<file path="config.mk">
export PLATFORM = sky130hd
export DESIGN_NAME = skew_feeder
export DESIGN_NICKNAME = d
export VERILOG_FILES = /design/src/rtl/skew_feeder.sv
export SDC_FILE = /design/constraint.sdc
export NUM_CORES = 1
export LEC_CHECK = 0
export ABC_AREA = 0
export CORE_ASPECT_RATIO = 1.1
export CORE_MARGIN = 2
export CORE_UTILIZATION = 46
export DETAILED_ROUTE_END_ITERATION = 10
export GPL_TIMING_DRIVEN = 1
export PLACE_DENSITY_LB_ADDON = 0.1
export SLEW_MARGIN = 5
export SYNTH_ARGS = -nofsm -noshare
export SYNTH_HDL_FRONTEND = slang
export SYNTH_SLANG_ARGS = --single-unit
</file>
<file path="constraint.sdc">
create_clock -name clk -period 9.2 [get_ports clk]
set_clock_uncertainty 0.05 [all_clocks]
set_input_delay 2.3 -clock clk [delete_from_list [all_inputs] [get_ports clk]]
set_output_delay 2.3 -clock clk [all_outputs]
set_load 0.05 [all_outputs]
</file>
<file path="src/rtl/skew_feeder.sv">
// Tile buffer and parallelogram skew generator feeding one operand edge of a
// systolic matrix-multiply array: rows load into storage, then stream out with lane k delayed k steps.
module skew_feeder #(
  parameter int BITS_AB = 8,
  parameter int DIM     = 8,
  parameter int DEPTH   = 8
) (
  input  logic                             clk,
  input  logic                             rst_n,
  input  logic                             load,
  input  logic [DIM-1:0][BITS_AB-1:0]      Bin,
  input  logic                             start,
  input  logic                             en,
  output logic [DIM-1:0][BITS_AB-1:0]      Bout,
  output logic                             full,
  output logic                             busy,
  output logic                             done,
  output logic                             state_dbg
);

  localparam int TW    = $clog2(DEPTH + DIM);
  localparam int CW    = $clog2(DEPTH + 1);
  localparam int RW    = (DEPTH > 1) ? $clog2(DEPTH) : 1;
  localparam int LAST  = DEPTH + DIM - 2;
  localparam int DRAIN = DEPTH + DIM - 1;

  typedef enum logic {IDLE, STREAM} state_t;

  state_t                         state;
  logic [CW-1:0]                  cnt;
  logic [TW-1:0]                  t;
  logic [DIM-1:0][BITS_AB-1:0]    mem [DEPTH];
  logic [DIM-1:0][BITS_AB-1:0]    skew_row;
  logic                           write_en;

  // Handshake: load writes a row only while idle and not full; start is
  // accepted only while idle and full; en gates each stream step.
  assign write_en = (state == IDLE) && load && (cnt < CW'(DEPTH));

  // Storage is never reset; it is unreachable until a full tile is reloaded.
  always_ff @(posedge clk) begin
    if (write_en) mem[RW'(cnt)] <= Bin;
  end

  always_comb begin
    skew_row = '0;
    for (int k = 0; k < DIM; k++) begin
      if (int'(t) >= k && int'(t) < k + DEPTH)
        skew_row[k] = mem[RW'(int'(t) - k)][k];
    end
  end

  always_ff @(posedge clk or negedge rst_n) begin
    if (!rst_n) begin
      state <= IDLE;
      cnt   <= '0;
      t     <= '0;
      Bout  <= '0;
      done  <= 1'b0;
    end else begin
      done <= 1'b0;
      case (state)
        IDLE: begin
          Bout <= '0;
          if (write_en) cnt <= cnt + CW'(1);
          if (start && cnt == CW'(DEPTH)) begin
            state <= STREAM;
            t     <= '0;
          end
        end
        STREAM: begin
          // t==DRAIN is the done cycle: the last step is on Bout, retire next edge.
          if (t == TW'(DRAIN)) begin
            state <= IDLE;
            cnt   <= '0;
            t     <= '0;
            Bout  <= '0;
          end else if (en) begin
            Bout <= skew_row;
            t    <= t + TW'(1);
            if (t == TW'(LAST)) done <= 1'b1;
          end
        end
        default: state <= IDLE;
      endcase
    end
  end

  assign full      = (state == IDLE) && (cnt == CW'(DEPTH));
  assign busy      = (state == STREAM);
  assign state_dbg = (state == STREAM);

endmodule
</file>
Word-level counts from Yosys, hierarchy flattened
Memory sizes are Yosys's and may differ from the RTL's. Index checks and enable logic that the tools add are counted.

Register bits: 74. Memory bits (writable): 512. Input bits: 69. Output and inout bits: 68. Word-level logic and storage cells: 86. Memories kept: 1.

$add $sub $neg: 9. Magnitude comparators: 16. Equality and inequality tests: 7. Muxes and demuxes: 27. Bitwise gates (word level): 1. Reduce and logical (&&, ||, !) cells: 13.

Memory list: mem (words 8, width 64, rd ports 8, clocked after Yosys merged registers in 0, wr ports 1, RTL line 32) `logic [DIM-1:0][BITS_AB-1:0] mem [DEPTH];`.

Operator list (count): 64-bit two-way mux (2); 64-bit case mux with 2 select lines (1); 8-bit two-way mux (8); 4-bit < comparator, second input constant (9); 4-bit two-way mux (5); 4-bit by 3-bit greater-or-equal comparator with 1-bit output, second input constant (4); 4-bit case mux with 2 select lines (2); 4-bit equality test, second input constant (3); 3-bit subtractor, second input constant (4); 1-bit logical AND (11); 4-bit by 1-bit adder with 4-bit output, second input constant (2); 4-bit by 2-bit greater-or-equal comparator with 1-bit output, second input constant (2); 1-bit two-way mux (8); 3-bit by 2-bit subtractor with 3-bit output, second input constant (2); 4-bit by 1-bit greater-or-equal comparator with 1-bit output, second input constant (1); 2-bit by 1-bit != test with 1-bit output, second input constant (2); 2-bit AND reduction (2); 3-bit by 2-bit != test with 1-bit output, second input constant (1); 3-bit by 1-bit subtractor with 3-bit output, second input constant (1); 2-bit != test, second input constant (1); 1-bit case mux with 2 select lines (1); 1-bit NOT (1).

Logic depth before layout (Yosys ltp)
Depth in word-level cells: 6. Gate-level depth with buffers: 12.

Worst setup path before layout
OpenSTA, ideal clock, no wires.

Kind: input to register. Start: input port load. End: memory mem[0][0] (netlist name) (enable). Library setup time: 0.565 ns. Arrival: 7.231 ns. Data required time: 8.585 ns. Setup slack: 1.355 ns. Stages: 3. Path buffers: 0. Cells stage by stage: nor3b_1 > nand2_1 > nor3_1.

Cells in the longest elaborated chain, start to end: 4.

RTL lines: start: declaration (RTL line 10) `input logic load,`; 1-bit logical AND (2 in a row) (RTL line 38) `assign write_en = (state == IDLE) && load && (cnt < CW'(DEPTH));`; 1-bit two-way mux (RTL line 42) `if (write_en) mem[RW'(cnt)] <= Bin;`; 1-bit two-way mux (not written as such) (RTL line 42); end: declaration (RTL line 32).

Every way passes these cells.

Worst setup path after layout
Start: input port load. End: memory mem[7][53] (netlist name) (enable).

The elaborated chain is that of the path after synthesis.

==> results.py <==
metrics = {
    "placed_design": {
        "port_buffers": 136,
        "dp_cells": 1920,
        "place_ws_ps": 3470,
        "gp_congestion": 0.715,
        "detailed_place_hpwl_mm": 26.9,
    },
    "floorplanning": {
        "core-area_um2": 48600,
        "die-area_um2": 50700,
        "initial_core_util_pct": 46.3,
        "fp.dieW_um": 215,
        "io_pins": 137,
        "rows": 85,
        "dieHeight_um": 236,
    },
    "yosys": {
        "syn_inst": 1171,
        "seq_area_frac_synth_pct": 76.5,
        "synth-edff-count": 512,
        "synth.area.top_cells": "edfxtp_1 68%, dfrtp_1 8.2%, mux4_2 6.4%",
        "synth_flop_cell": "edfxtp_1",
        "yosys.area.top_type": "edfxtp_1",
        "ys_ff_latch": 586,
        "synthArstFlopShare_pct": 12.6,
        "syn_area_um2": 22500,
        "syn-num-nets": 1253,
        "avgSynthCellArea_um2": 19.2,
        "yosysWarningCount": 0,
        "synth_top_area_share_pct": 68.3,
        "yosysUniqueCellTypes": 53,
    },
    "timing": {
        "rsz0062_at_grt": "no",
        "slew_headroom_pct": 23.0,
        "worst_pin_slew_ps": 1150,
        "finalCritPeriodShare_pct": 55.5,
        "drv_slew": 0,
        "setup_tns_ps": 0,
        "finalHoldViolCount": 0,
        "max_freq_mhz": 196,
        "finalSetupViolations": 0,
        "layout_min_cycle_time_ps": 5100,
        "layout_setup_ws_ps": 4100,
    },
    "layout": {
        "finalNetCount": 1408,
        "drive_gt1_share_pct": 18.2,
        "insertedDiodeCount": 0,
        "area_growth_pct": 17.0,
        "num-fill-cells": 3870,
        "stdcell_count": 2026,
    },
    "critical_path": {
        "crit_type": "input pin to register",
        "reg2reg_from": "t[1]",
        "crit_slowest_cell": "nor2_4",
        "end_kind": "register",
        "required_ps": 9370,
        "critPathLaunch": "load",
        "path_max_fanout": 38,
        "start_kind": "input pin",
        "critPathArrivalTime_ps": 5280,
        "max_stage_delay_ps": 890,
        "path_cells": "clkdlybuf4s50_1, nor3b_1, nand2_1, nor2_4, buf_4",
    },
    "worst_hold_path": {
        "hp-start": "Bout[47]",
        "hold_class": "register to register",
    },
    "clocking": {
        "cts_root_buf": "clkbuf_16",
        "cts_made_buffers": 56,
        "clkLatencyLatePin_ps": 600,
        "clk_pin_slew_worst_paths_ps": 60,
        "ctsResizeCount": 0,
        "cts_hold_buf": 0,
        "cts_tree": "yes",
        "cts_setup_buffers": 0,
        "htreeDepth": 2,
        "clockBufferDepth": 3,
        "clock-sinks": 586,
    },
    "global_routing": {
        "grt_use_total_pct": 19.3,
        "grt_remaining_overflow": 0,
        "antenna_found_initial": 3,
        "grt_pass1_wl_mm": 73.3,
        "grt_max_degree": 80,
        "grt_pass1_vias": 11700,
    },
    "drt": {
        "first_pass_iters": 5,
        "drt_wl_total_mm": 48.2,
        "final_antenna_net_count": 0,
        "dr.first_iter.drc_count": 865,
        "vias": 11100,
        "drc_errors": 0,
        "via_per_inst": 5.49,
        "wl_per_cell_um": 23.8,
    },
    "pwr": {
        "vdd_drop_max_v": 0.000266,
        "power_leakage_nw": 8.90,
        "p_per_area_nw_per_um2": 301,
    },
    "status": {
        "status": "complete, no violations",
    },
    "flow_run": {
        "max_cap_violations": 0,
    },
}
worst paths after layout:
check	endpoint	slack, ps	cells after the start
max in group asynchronous	t[0]	6220	2
max	mem[7][53]	4100	5
max reg2reg	Bout[30]	4950	6
min in group asynchronous	Bout[54]	1610	1
min	Bout[47]	430	2
min reg2reg	Bout[47]	430	2
layer usage:
layer	part of all wire [%]	up-vias	global-route usage, %
met2	50	216	33.3
met4	2.0	4	5.18
met1	44	5847	25.7
li1	-	4987	-
met3	4.1	74	3.09
met5	0.048	-	0
state kept, by name, indices dropped and copies added (netlist names):
register	flops
done	1
busy	1
Bout	64
mem	512
t	4
cnt	4
layout make-up:
cell class              instances  area [um2]  share of cell area (%)
multi-input cells             518        4970                    18.9
flip-flops and latches        586       17200                    65.4
clock inverters                23         189                   0.717
repair buffers                154        1490                    5.67
inverters                      10        37.5                   0.142
clock buffers                  83        1610                    6.13
well taps                     652         816                    3.10
stage by stage:
step / util, % / power [mW] / hold slack, ps / area, um2
after floorplan: - / 5.11 / 445 / 22500
after global placement: 50.5 / 5.78 / 420 / 24500
after detailed placement: 50.5 / 5.79 / 419 / 24500
after CTS: 54.2 / 8.04 / 433 / 26400
after global routing: 54.2 / 8.30 / 457 / 26400
final: 54.2 / 7.93 / 428 / 26400
layout by cell type, fill, tap and decap left out, types with 3 or more instances in the layout:
master / synthesis / layout
o21ai_1: 4 / 4
a22oi_2: 10 / 10
clkdlybuf4s50_1: 0 / 135
o31ai_1: 15 / 15
a22o_1: 10 / 10
a211oi_1: 10 / 10
clkinv_2: 0 / 8
clkbuf_8: 0 / 9
mux2_2: 54 / 54
a22oi_1: 6 / 6
dfrtp_1: 74 / 71
clkinv_1: 1 / 10
nor2b_1: 10 / 10
edfxtp_1: 512 / 512
nor2_4: 1 / 8
o22ai_1: 25 / 25
bufinv_16: 0 / 3
mux4_2: 64 / 64
clkbuf_1: 7 / 17
nand2b_1: 3 / 3
nand2_1: 97 / 97
clkbuf_16: 0 / 57
inv_1: 9 / 9
ha_1: 13 / 11
a32o_1: 16 / 16
a21oi_1: 19 / 19
buf_4: 11 / 19
nor2_1: 11 / 5
o21ai_0: 32 / 32
mux2i_1: 88 / 88
worst max-delay path, delay by kind of cell:
kind / cells / cell delay (ps)
buffers and inverters: 2 / 1180
AND/OR/NAND/NOR: 3 / 1730
synth_stat cells, types with 2 or more instances:
library cell / instances
a211oi_1: 10
a211oi_2: 2
a21oi_1: 19
a221o_1: 2
a22o_1: 10
a22oi_1: 6
a22oi_2: 10
a32o_1: 16
and2_1: 2
buf_1: 6
buf_2: 23
buf_4: 11
buf_6: 8
clkbuf_1: 7
dfrtp_1: 74
edfxtp_1: 512
ha_1: 13
inv_1: 9
mux2_2: 54
mux2i_1: 88
mux4_2: 64
nand2_1: 97
nand2b_1: 3
nor2_1: 11
nor2_2: 2
nor2b_1: 10
nor3_1: 4
o21ai_0: 32
o21ai_1: 4
o22ai_1: 25
o31ai_1: 15
kinds of logic after synthesis:
family / Yosys count / synth area share, %
adders and majority gates: 13 / 0.723
AOI/OAI and AO/OA: 155 / 4.97
and+or+nand+nor: 141 / 2.78
muxes: 206 / 13.0
buffers and inverters: 67 / 1.75
xor gates and xnor gates: 3 / 0.233
DFF: 586 / 76.5
where the power goes:
part / switching (mW) / leakage (nW) / internal, mW
Clock: 0.949 / 0.884 / 1.29
Sequential: 0.133 / 5.59 / 3.06
Combinational: 1.47 / 2.42 / 1.02
(Power assumes the default switching activity.)
